$ cat config.mk
export PLATFORM = sky130hd
export DESIGN_NAME = projection_reader
export DESIGN_NICKNAME = d
export VERILOG_FILES = /design/src/rtl/projection_reader_pkg.sv /design/src/rtl/projection_reader_pipe_delay.sv /design/src/rtl/projection_reader.sv
export SDC_FILE = /design/constraint.sdc
export NUM_CORES = 1
export LEC_CHECK = 0
export ABC_AREA = 1
export BUFFER_PORTS_ARGS = -buffer_cell sky130_fd_sc_hd__buf_2
export CAP_MARGIN = 30
export CELL_PAD_IN_SITES_DETAIL_PLACEMENT = 1
export CELL_PAD_IN_SITES_GLOBAL_PLACEMENT = 2
export CORE_MARGIN = 2
export CORE_UTILIZATION = 35
export DETAILED_ROUTE_END_ITERATION = 6
export HOLD_SLACK_MARGIN = 0.02
export PLACE_DENSITY = 0.83
export SETUP_SLACK_MARGIN = 0.3
export SLEW_MARGIN = 20
export SYNTH_ARGS = -nofsm -noshare
export SYNTH_HDL_FRONTEND = slang
export SYNTH_SLANG_ARGS = --single-unit
$ cat constraint.sdc
create_clock -name clk -period 8.3 [get_ports clk]
set_clock_uncertainty 0.2 [all_clocks]
set_input_delay 1.66 -clock clk [delete_from_list [all_inputs] [get_ports clk]]
set_output_delay 1.66 -clock clk [all_outputs]
set_load 0.05 [all_outputs]
$ cat src/rtl/projection_reader_pkg.sv
// Shared constants and types for the projection_reader slice: word widths,
// the reader state enum and the read tag carried alongside each issued address.
package proj_pkg;

  localparam int PROJ_W    = 54;
  localparam int BX_W      = 4;
  localparam int NUM_W     = 6;
  // Largest index width whose full count (2**MEM_SIZE) still fits in NUM_W bits.
  localparam int IDX_MAX_W = NUM_W - 1;

  typedef enum logic [1:0] {
    IDLE,
    FETCH,
    READ
  } state_e;

  typedef struct packed {
    logic                 valid;
    logic [IDX_MAX_W-1:0] index;
  } tag_t;

endpackage

$ cat src/rtl/projection_reader_pipe_delay.sv
// Fixed-depth register delay line with async reset and a synchronous clear,
// used for the start->done chain and the read-tag alignment pipe.
module pipe_delay #(
  parameter int STAGES = 1,
  parameter int WIDTH  = 1
) (
  input  logic             clk_i,
  input  logic             rst_i,
  input  logic             clr_i,
  input  logic [WIDTH-1:0] d_i,
  output logic [WIDTH-1:0] q_o
);

  logic [WIDTH-1:0] stage_q [STAGES];

  always_ff @(posedge clk_i or posedge rst_i) begin
    if (rst_i) begin
      for (int i = 0; i < STAGES; i++) stage_q[i] <= '0;
    end else if (clr_i) begin
      for (int i = 0; i < STAGES; i++) stage_q[i] <= '0;
    end else begin
      stage_q[0] <= d_i;
      for (int i = 1; i < STAGES; i++) stage_q[i] <= stage_q[i-1];
    end
  end

  assign q_o = stage_q[STAGES-1];

endmodule

$ cat src/rtl/projection_reader.sv
// Fetches a BX's projection count, then sweeps its projection memory and emits
// one aligned word per cycle. Define PROJ_READER_STATS_EN for the stat counters.
module projection_reader
  import proj_pkg::*;
#(
  parameter int MEM_SIZE = 5,
  parameter int TMUX     = 16,
  parameter int NUM_LAT  = 1,
  parameter int DATA_LAT = 3
) (
  input  logic                     clk,
  input  logic                     reset,
  input  logic [1:0]               start,
  output logic [1:0]               done,
  input  logic [NUM_W-1:0]         number_in,
  input  logic [PROJ_W-1:0]        proj_in,
  output logic [MEM_SIZE+BX_W-1:0] read_add,
  output logic [PROJ_W-1:0]        proj_out,
  output logic                     proj_valid,
  output logic [MEM_SIZE-1:0]      proj_index,
  output logic                     truncated
`ifdef PROJ_READER_STATS_EN
  ,
  output logic [15:0]              stat_count,
  output logic [7:0]               stat_trunc
`endif
);

  localparam int CW    = MEM_SIZE + 1;
  localparam int AW    = MEM_SIZE + BX_W;
  localparam int BUD_W = $clog2(TMUX) + 1;
  localparam int FW    = $clog2(NUM_LAT + 1) + 1;
  localparam int LIMIT = TMUX - NUM_LAT - DATA_LAT - 1;
  localparam int MAXN  = 2 ** MEM_SIZE;

  state_e              state_q, state_d;
  logic [BX_W-1:0]     rd_bx_q, rd_bx_d;
  logic [AW-1:0]       read_add_q, read_add_d;
  logic [CW-1:0]       n_q, n_d;
  logic [CW-1:0]       idx_q, idx_d;
  logic [BUD_W-1:0]    bud_q, bud_d;
  logic [FW-1:0]       fcnt_q, fcnt_d;
  tag_t                issue_q, issue_d;
  logic                trunc_q, trunc_d;
  logic [PROJ_W-1:0]   proj_out_q, proj_out_d;
  logic                proj_valid_q, proj_valid_d;
  logic [MEM_SIZE-1:0] proj_index_q, proj_index_d;
  logic [MEM_SIZE:0]   tag_out;

  always_comb begin
    state_d      = state_q;
    rd_bx_d      = rd_bx_q;
    read_add_d   = read_add_q;
    n_d          = n_q;
    idx_d        = idx_q;
    bud_d        = bud_q;
    fcnt_d       = fcnt_q;
    issue_d      = '0;
    trunc_d      = 1'b0;
    proj_valid_d = tag_out[MEM_SIZE];
    proj_index_d = tag_out[MEM_SIZE-1:0];
    proj_out_d   = tag_out[MEM_SIZE] ? proj_in : proj_out_q;

    if (start[0]) begin
      // A new BX abandons any sweep still running; tags already issued drain normally.
      rd_bx_d    = rd_bx_q + 1'b1;
      read_add_d = {rd_bx_d, {MEM_SIZE{1'b0}}};
      state_d    = FETCH;
      bud_d      = '0;
      fcnt_d     = '0;
      idx_d      = '0;
      trunc_d    = (state_q != IDLE);
    end else begin
      unique case (state_q)
        FETCH: begin
          if (fcnt_q == FW'(NUM_LAT)) begin
            n_d     = (int'(number_in) > MAXN) ? CW'(MAXN) : CW'(number_in);
            trunc_d = (int'(number_in) > MAXN);
            idx_d   = '0;
            state_d = (n_d == '0) ? IDLE : READ;
          end else begin
            fcnt_d = fcnt_q + 1'b1;
          end
        end
        READ: begin
          if (bud_q == BUD_W'(LIMIT)) begin
            state_d = IDLE;
            trunc_d = (idx_q < n_q);
          end else begin
            read_add_d    = {rd_bx_q, idx_q[MEM_SIZE-1:0]};
            issue_d.valid = 1'b1;
            issue_d.index = IDX_MAX_W'(idx_q[MEM_SIZE-1:0]);
            idx_d         = idx_q + 1'b1;
            if (bud_q != '1) bud_d = bud_q + 1'b1;
            if (idx_d == n_q) state_d = IDLE;
          end
        end
        default: ;
      endcase
    end

    // Pipelined synchronous reset: wins over start[0] in the same cycle.
    if (start[1]) begin
      state_d      = IDLE;
      rd_bx_d      = '1;
      read_add_d   = '0;
      n_d          = '0;
      idx_d        = '0;
      bud_d        = '0;
      fcnt_d       = '0;
      issue_d      = '0;
      trunc_d      = 1'b0;
      proj_valid_d = 1'b0;
      proj_index_d = '0;
      proj_out_d   = '0;
    end
  end

  always_ff @(posedge clk or posedge reset) begin
    if (reset) begin
      state_q      <= IDLE;
      rd_bx_q      <= '1;
      read_add_q   <= '0;
      n_q          <= '0;
      idx_q        <= '0;
      bud_q        <= '0;
      fcnt_q       <= '0;
      issue_q      <= '0;
      trunc_q      <= 1'b0;
      proj_out_q   <= '0;
      proj_valid_q <= 1'b0;
      proj_index_q <= '0;
    end else begin
      state_q      <= state_d;
      rd_bx_q      <= rd_bx_d;
      read_add_q   <= read_add_d;
      n_q          <= n_d;
      idx_q        <= idx_d;
      bud_q        <= bud_d;
      fcnt_q       <= fcnt_d;
      issue_q      <= issue_d;
      trunc_q      <= trunc_d;
      proj_out_q   <= proj_out_d;
      proj_valid_q <= proj_valid_d;
      proj_index_q <= proj_index_d;
    end
  end

  // Tag leaves the pipe in the same cycle its RAM word appears on proj_in.
  pipe_delay #(.STAGES(DATA_LAT), .WIDTH(MEM_SIZE + 1)) u_tag_pipe (
    .clk_i (clk),
    .rst_i (reset),
    .clr_i (start[1]),
    .d_i   ({issue_q.valid, issue_q.index[MEM_SIZE-1:0]}),
    .q_o   (tag_out)
  );

  // Not cleared by start[1], so the pipelined reset itself propagates down the chain.
  pipe_delay #(.STAGES(TMUX), .WIDTH(2)) u_done_pipe (
    .clk_i (clk),
    .rst_i (reset),
    .clr_i (1'b0),
    .d_i   (start),
    .q_o   (done)
  );

  assign read_add   = read_add_q;
  assign proj_out   = proj_out_q;
  assign proj_valid = proj_valid_q;
  assign proj_index = proj_index_q;
  assign truncated  = trunc_q;

`ifdef PROJ_READER_STATS_EN
  logic [15:0] stat_count_q;
  logic [7:0]  stat_trunc_q;

  always_ff @(posedge clk or posedge reset) begin
    if (reset) begin
      stat_count_q <= '0;
      stat_trunc_q <= '0;
    end else if (start[1]) begin
      stat_count_q <= '0;
      stat_trunc_q <= '0;
    end else begin
      if (proj_valid_q && (stat_count_q != '1)) stat_count_q <= stat_count_q + 1'b1;
      if (trunc_q && (stat_trunc_q != '1)) stat_trunc_q <= stat_trunc_q + 1'b1;
    end
  end

  assign stat_count = stat_count_q;
  assign stat_trunc = stat_trunc_q;
`endif

endmodule

[After elaboration in Yosys (flattened, before gate mapping)]
Cells that the tools add are included.
Word-level totals
  output and inout port bits: 72
  register bits after elaboration: 151
  logic and storage cells: 112
  input port bits: 64
Operators by class
  $add $sub $neg: 4
  $lt $le $gt $ge: 2
  reduce and logical (&&, ||, !) cells: 16
  equal/unequal tests: 12
  mux-type cells: 46
Operators by type and width (count)
  $mux W54: 2
  $mux W6: 13
  $mux W9: 4
  $mux W5: 6
  $mux W2: 10
  $mux W18: 1
  $pmux W6 S2: 1
  $reduce_and A3 Y1: 4
  $ne A5 B5 Y1 const B: 2
  $reduce_bool A2 Y1: 5
  $reduce_bool A3 Y1: 3
  $mux W4: 2
  $ne A4 B4 Y1 const B: 2
  $add A6 B1 Y6 const B: 1
  $eq A6 B6 Y1: 1
  $gt A6 B6 Y1 const B: 1
  $logic_not A6 Y1: 1
  $lt A6 B6 Y1: 1
  $ne A3 B3 Y1 const B: 2
  $add A5 B1 Y5 const B: 1
  $eq A5 B4 Y1 const B: 1
  $mux W1: 5
  $add A4 B1 Y4 const B: 1
  $eq A2 B1 Y1 const B: 2
  7 further kinds: 8

[Longest topological paths before layout]
  word-level depth: 8
  mapped depth: 12
  depth with buffers taken out: 12

[By module]
A second synthesis with hierarchy kept.
Unflattened totals
  cells, all modules: 663
  area, all modules: 6233.5 um^2
By module, submodules not included
  projection_reader: instances 1, sequential area each 2532.4 um^2, cells each 498, area each 4479.3 um^2
  pipe_delay (u_done_pipe): instances 1, sequential area each 800.8 um^2, cells each 102, area each 1093.5 um^2
  pipe_delay (u_tag_pipe): instances 1, sequential area each 450.4 um^2, cells each 63, area each 660.6 um^2

[Least setup slack after synthesis]
Ideal clock, no wire load.
  kind: input-to-reg
  start point: input port start[1]
  end point: register read_add_q[0] (netlist: read_add[0])
  setup time: 74 ps
  setup slack: 5474 ps
  stages: 9
  required time: 8026 ps
  buffers on the path: 2
  data arrival time: 2552 ps
  path through: buf_6 > nor2_4 > inv_2 > nor2_4 > inv_2 > nor2_4 > inv_2 > buf_6 > o21ai_2
Between the ends
  longest elaborated chain between the ends: 2
  elaborated cells between the ends (all ways): 4
  those cells by class: eq/ne: 1; mux: 1; reduce/logical: 2
RTL lines
  from (decl): line projection_reader.sv:13  | input logic [1:0] start,
  $ne A3 B3 Y1 (no line) / $reduce_bool A3 Y1 (equally long branches)
  $reduce_and A2 Y1 (no line)
  to (signal assigned): line projection_reader.sv:136  | read_add_q <= read_add_d;
  to (decl): line projection_reader.sv:38  | logic [AW-1:0] read_add_q, read_add_d;
Parallel ways exist; a longest one is shown, timed or not.
A chain may end at the register's enable or synchronous reset.

[Worst setup path after layout]
  start point: input port start[1]
  end point: register bud_q[0]
Between the ends
  longest elaborated chain between the ends: 2
  elaborated cells between the ends (all ways): 5
  those cells by class: eq/ne: 1; mux: 1; reduce/logical: 3
RTL lines
  $ne A3 B3 Y1 (no line) / $reduce_bool A3 Y1 (equally long branches)
  $reduce_and A3 Y1 (no line)
  to (signal assigned): line projection_reader.sv:139  | bud_q <= bud_d;
  to (decl): line projection_reader.sv:41  | logic [BUD_W-1:0] bud_q, bud_d;
Parallel ways exist; a longest one is shown, timed or not.

==> parameters.txt <==
Parameter                              Value

Yosys
  Average cell area after synthesis ... approximately 9.9 sq um
  Primary flip-flop cell chosen by synthesis mapping ... dfrtp_1
  Most common cell in the netlist ... nand2_1
  Top cells by instance count after synthesis ... nand2_1 (173), dfrtp_1 (147), nand3_1 (73)
  Total number of yosys warnings ... 0
  Number of nets in the synthesized netlist ... slightly below 700
  Cell area after synthesis ... 5970 sq um
  Synth cell types ... 35
  Share of synthesized registers carrying an async set or reset ... 1.00
  Post-Synthesis Cells ... just over 600
  Number of enable flip-flop cells after synthesis ... 0
  Sequential area share after synthesis ... 0.633
  Top-area cell type share of the netlist area ... 0.616
  Cell types occupying the most area after synthesis ... dfrtp_1 (62%), nand2_1 (11%), nand3_1 (6.1%)
  Flops & latches, synth ... approximately 150
  Area leader, netlist ... dfrtp_1

Pwr
  Leakage power summed over all cells ... approximately 0.0040 uW
  Switching share of power ... 0.241
  Power dissipated by switching net loads ... just over 400 uW
  Sequential cell fraction of total power ... 0.468
  Internal Dissipation ... 1260 uW
  Part of the power in combinational logic ... 0.080
  Highest ir drop seen on vdd ... roughly 0.00014 V
  Pwr/cell area ... ~220 nW/um^2
  Part of the total power dissipated in the clock network ... 0.452

Run status
  Outcome ... finished, final reports clean

Clock tree
  Cts-stage hold buffer count ... 0
  Maximum level of the CTS H-tree ... 4
  Total clock sinks ... 151
  Clk root buf ... clkbuf_16
  Clock tree from TritonCTS ... built
  Buffers from clock root to sink, at most ... 2
  Cts repair resizes ... 0
  Number of setup buffers added after CTS ... 0
  Later-pin clock latency in the skew report ... 0.42 ns
  Number of buffers created by CTS ... 17
  Clk slew on worst S/H paths ... 0.06 ns

Critical path
  Setup crit end ... bud_q[0]$_DFFE_PP0P_
  Critical Path RT ... between 8 and 9 ns
  Worst-case register-to-register setup slack ... approximately 6.3 ns
  Kind of start point of the critical path ... primary input
  Worst reg-to-reg path cell count ... 12
  Kind of critical path ... primary input to flip-flop
  Crit path capture type ... flip-flop
  Destination of the worst register-to-register timing path ... state_q[0]$_DFFE_PP0P_
  Critical path peak fanout ... 29
  Start point of the critical path ... start[1]
  Reg2Reg Launch Point ... idx_q[0]$_DFFE_PP0P_
  Critical-path top delay cell ... nor2_4
  Data arrival time of the worst path ... approximately 3.2 ns
  Cells traversed along the worst timing path ... buf_2 -> nor2_4 -> inv_2 -> nor2_4 -> inv_2 -> nor2_4 -> inv_2 -> o31ai_1
  Max stage delay on crit path ... between 0.4 and 0.5 ns

Finish
  Sequential Area ... 3780 sq um
  Filler cell count ... 1934
  Ratio of cells with drive above 1 in the final layout ... 0.268
  Layout net count ... around 800
  Area taken by multi-input logic gates ... 1840 sq um
  Post-layout instance area ... 7490 sq um
  Final core occ ... 0.450
  Diodes inserted ... 0
  Layout Area Growth over Synthesis ... 25.3%

Global route
  Global-route wire length before repair ... 24100 um
  Largest net degree at the start of global routing ... 67
  Total global routing track utilization ... 0.169
  M1 GR Usage ... 0.214
  Global-route track usage on met2 ... 0.289
  Most Used Layer, Global Route ... met2
  Met3 usage in global routing ... 0.0428
  Number of antenna violations at the first check in global routing ... 0
  Vias in the first global route ... 4821
  Remaining Overflow, GRT ... 0

STA
  Unrepaired setup endpoints after global routing ... no
  Aggregate negative setup slack ... 0 ns
  Final min period ... between 3 and 4 ns
  Achievable Freq ... between 0.3 and 0.4 GHz
  Final period utilization ... 0.371
  Total count of max-transition violations in the final report ... 0
  Worst Max-Slew Pin Slew ... 0.749 ns
  Hold Violations, Final ... 0
  Worst slew margin relative to its limit ... 0.496
  Number of setup violations in the final report ... 0

Min path
  Worst hold path type ... flip-flop to flip-flop

Die
  Floorplan row count ... 47
  Horiz. Die Dim ... approximately 130 um
  Core outline area ... approximately 17000 sq um
  I/O pin count ... ~140
  Initial core utilization ... 0.359
  Die area ... approximately 18000 sq um
  Y dimension of the die ... around 130 um

Detailed routing
  Vias ... around 4500
  DRC viols ... 0
  Average wire per cell in the routed design ... 15.0 um
  First DRT Iteration DRCs ... 222
  Number of iterations in the first detailed-routing pass ... 6
  Routed Antenna Nets ... 0
  Overall routed net length ... 14600 um
  Average via count per standard cell ... 4.67

Placement
  Post-DP HPWL ... 10300 um
  Number of buffers inserted by port buffering ... about 140
  GP Congestion ... 0.767
  Post-Place Cell Area ... between 6000 and 7000 sq um

Run
  Max capacitance violation total ... 0
## critical path, delay by kind of cell
family / cells / cell delay, ns
AO/OA/AOI/OAI: 1 / 0.20
buffers and inverters: 4 / 0.63
AND/OR/NAND/NOR: 3 / 0.69
## power by group through the flow
stage	Combinational (uW)	Sequential, uW	Clock, uW
final	133	780	752
after global routing	149	783	808
after CTS	137	780	774
after detailed placement	136	793	0
after global placement	131	791	0
after floorplan	70.5	809	0
## state kept, by name (all words and copies together) (netlist names)
name                 cells
u_tag_pipe.stage_q      12
truncated                1
proj_index               5
idx_q                    6
issue_q                  6
u_tag_pipe.q_o           6
fcnt_q                   2
read_add                 9
rd_bx_q                  4
u_done_pipe.q_o          2
proj_out                54
proj_valid               1
u_done_pipe.stage_q     30
n_q                      6
state_q                  2
bud_q                    5
## placed cells by master (no fill, tap or decap), drive strengths merged
cell	instances
a211oi	1
a21oi	5
a31oi	2
buf	140
bufinv	2
clkbuf	21
clkinv	2
clkinvlp	4
dfrtp	147
dfstp	4
ha	14
inv	64
nand2	176
nand3	74
nand4	6
nor2	49
nor3	1
nor4	2
o21ai	23
o21bai	2
o22ai	7
o31ai	2
or2	2
xnor2	2
xor2	1
## metal layers
layer  vias up  part of all wire
met2        80              0.52
met3        11             0.043
met4         0            0.0095
met1      2260              0.42
met5         -                 0
li1       2197                 -
## cell type report
cell class,instances,area share
timing repair buffer,140,0.102
clock buffer,21,0.0615
multi-input combinational,369,0.246
sequential,151,0.505
tap,220,0.0368
clock inverter,10,0.0162
inverter,62,0.0321
## per-stage QoR
stage / setup WS [ns] / hold WS (ns) / instances / total power [uW]
after floorplan: 2.38 / 0.131 / 606 / 879
after global placement: 4.78 / 0.131 / 939 / 922
after detailed placement: 4.73 / 0.136 / 941 / 928
after CTS: 5.19 / 0.145 / 972 / 1690
after global routing: 5.02 / 0.158 / 973 / 1740
final: 5.22 / 0.138 / 973 / 1670
## worst min-delay path by stage
| stage | start | to | slack [ns] | cells after the start |
|---|---|---|---|---|
| CTS | u_done_pipe.stage_q[25]$_DFF_PP0_ | u_done_pipe.stage_q[23]$_DFF_PP0_ | 0.14 | 0 |
| global placement | u_done_pipe.stage_q[9]$_DFF_PP0_ | u_done_pipe.stage_q[7]$_DFF_PP0_ | 0.13 | 0 |
| floorplan | u_done_pipe.stage_q[2]$_DFF_PP0_ | u_done_pipe.q_o[0]$_DFF_PP0_ | 0.13 | 0 |
| global route | u_done_pipe.stage_q[15]$_DFF_PP0_ | u_done_pipe.stage_q[13]$_DFF_PP0_ | 0.16 | 0 |
| finish | u_done_pipe.stage_q[25]$_DFF_PP0_ | u_done_pipe.stage_q[23]$_DFF_PP0_ | 0.14 | 0 |
| detailed placement | u_done_pipe.stage_q[31]$_DFF_PP0_ | u_done_pipe.stage_q[29]$_DFF_PP0_ | 0.14 | 0 |
## kinds of logic after synthesis
group                    Yosys count  synth area share
AND/OR/NAND/NOR                  310             0.227
flip-flops                       151             0.633
buffers and inverters             86            0.0593
AO/OA/AOI/OAI                     42            0.0461
adder cells (fa/ha/maj)           14            0.0293
XOR/XNOR                           3           0.00440
(Power assumes the default switching activity.)
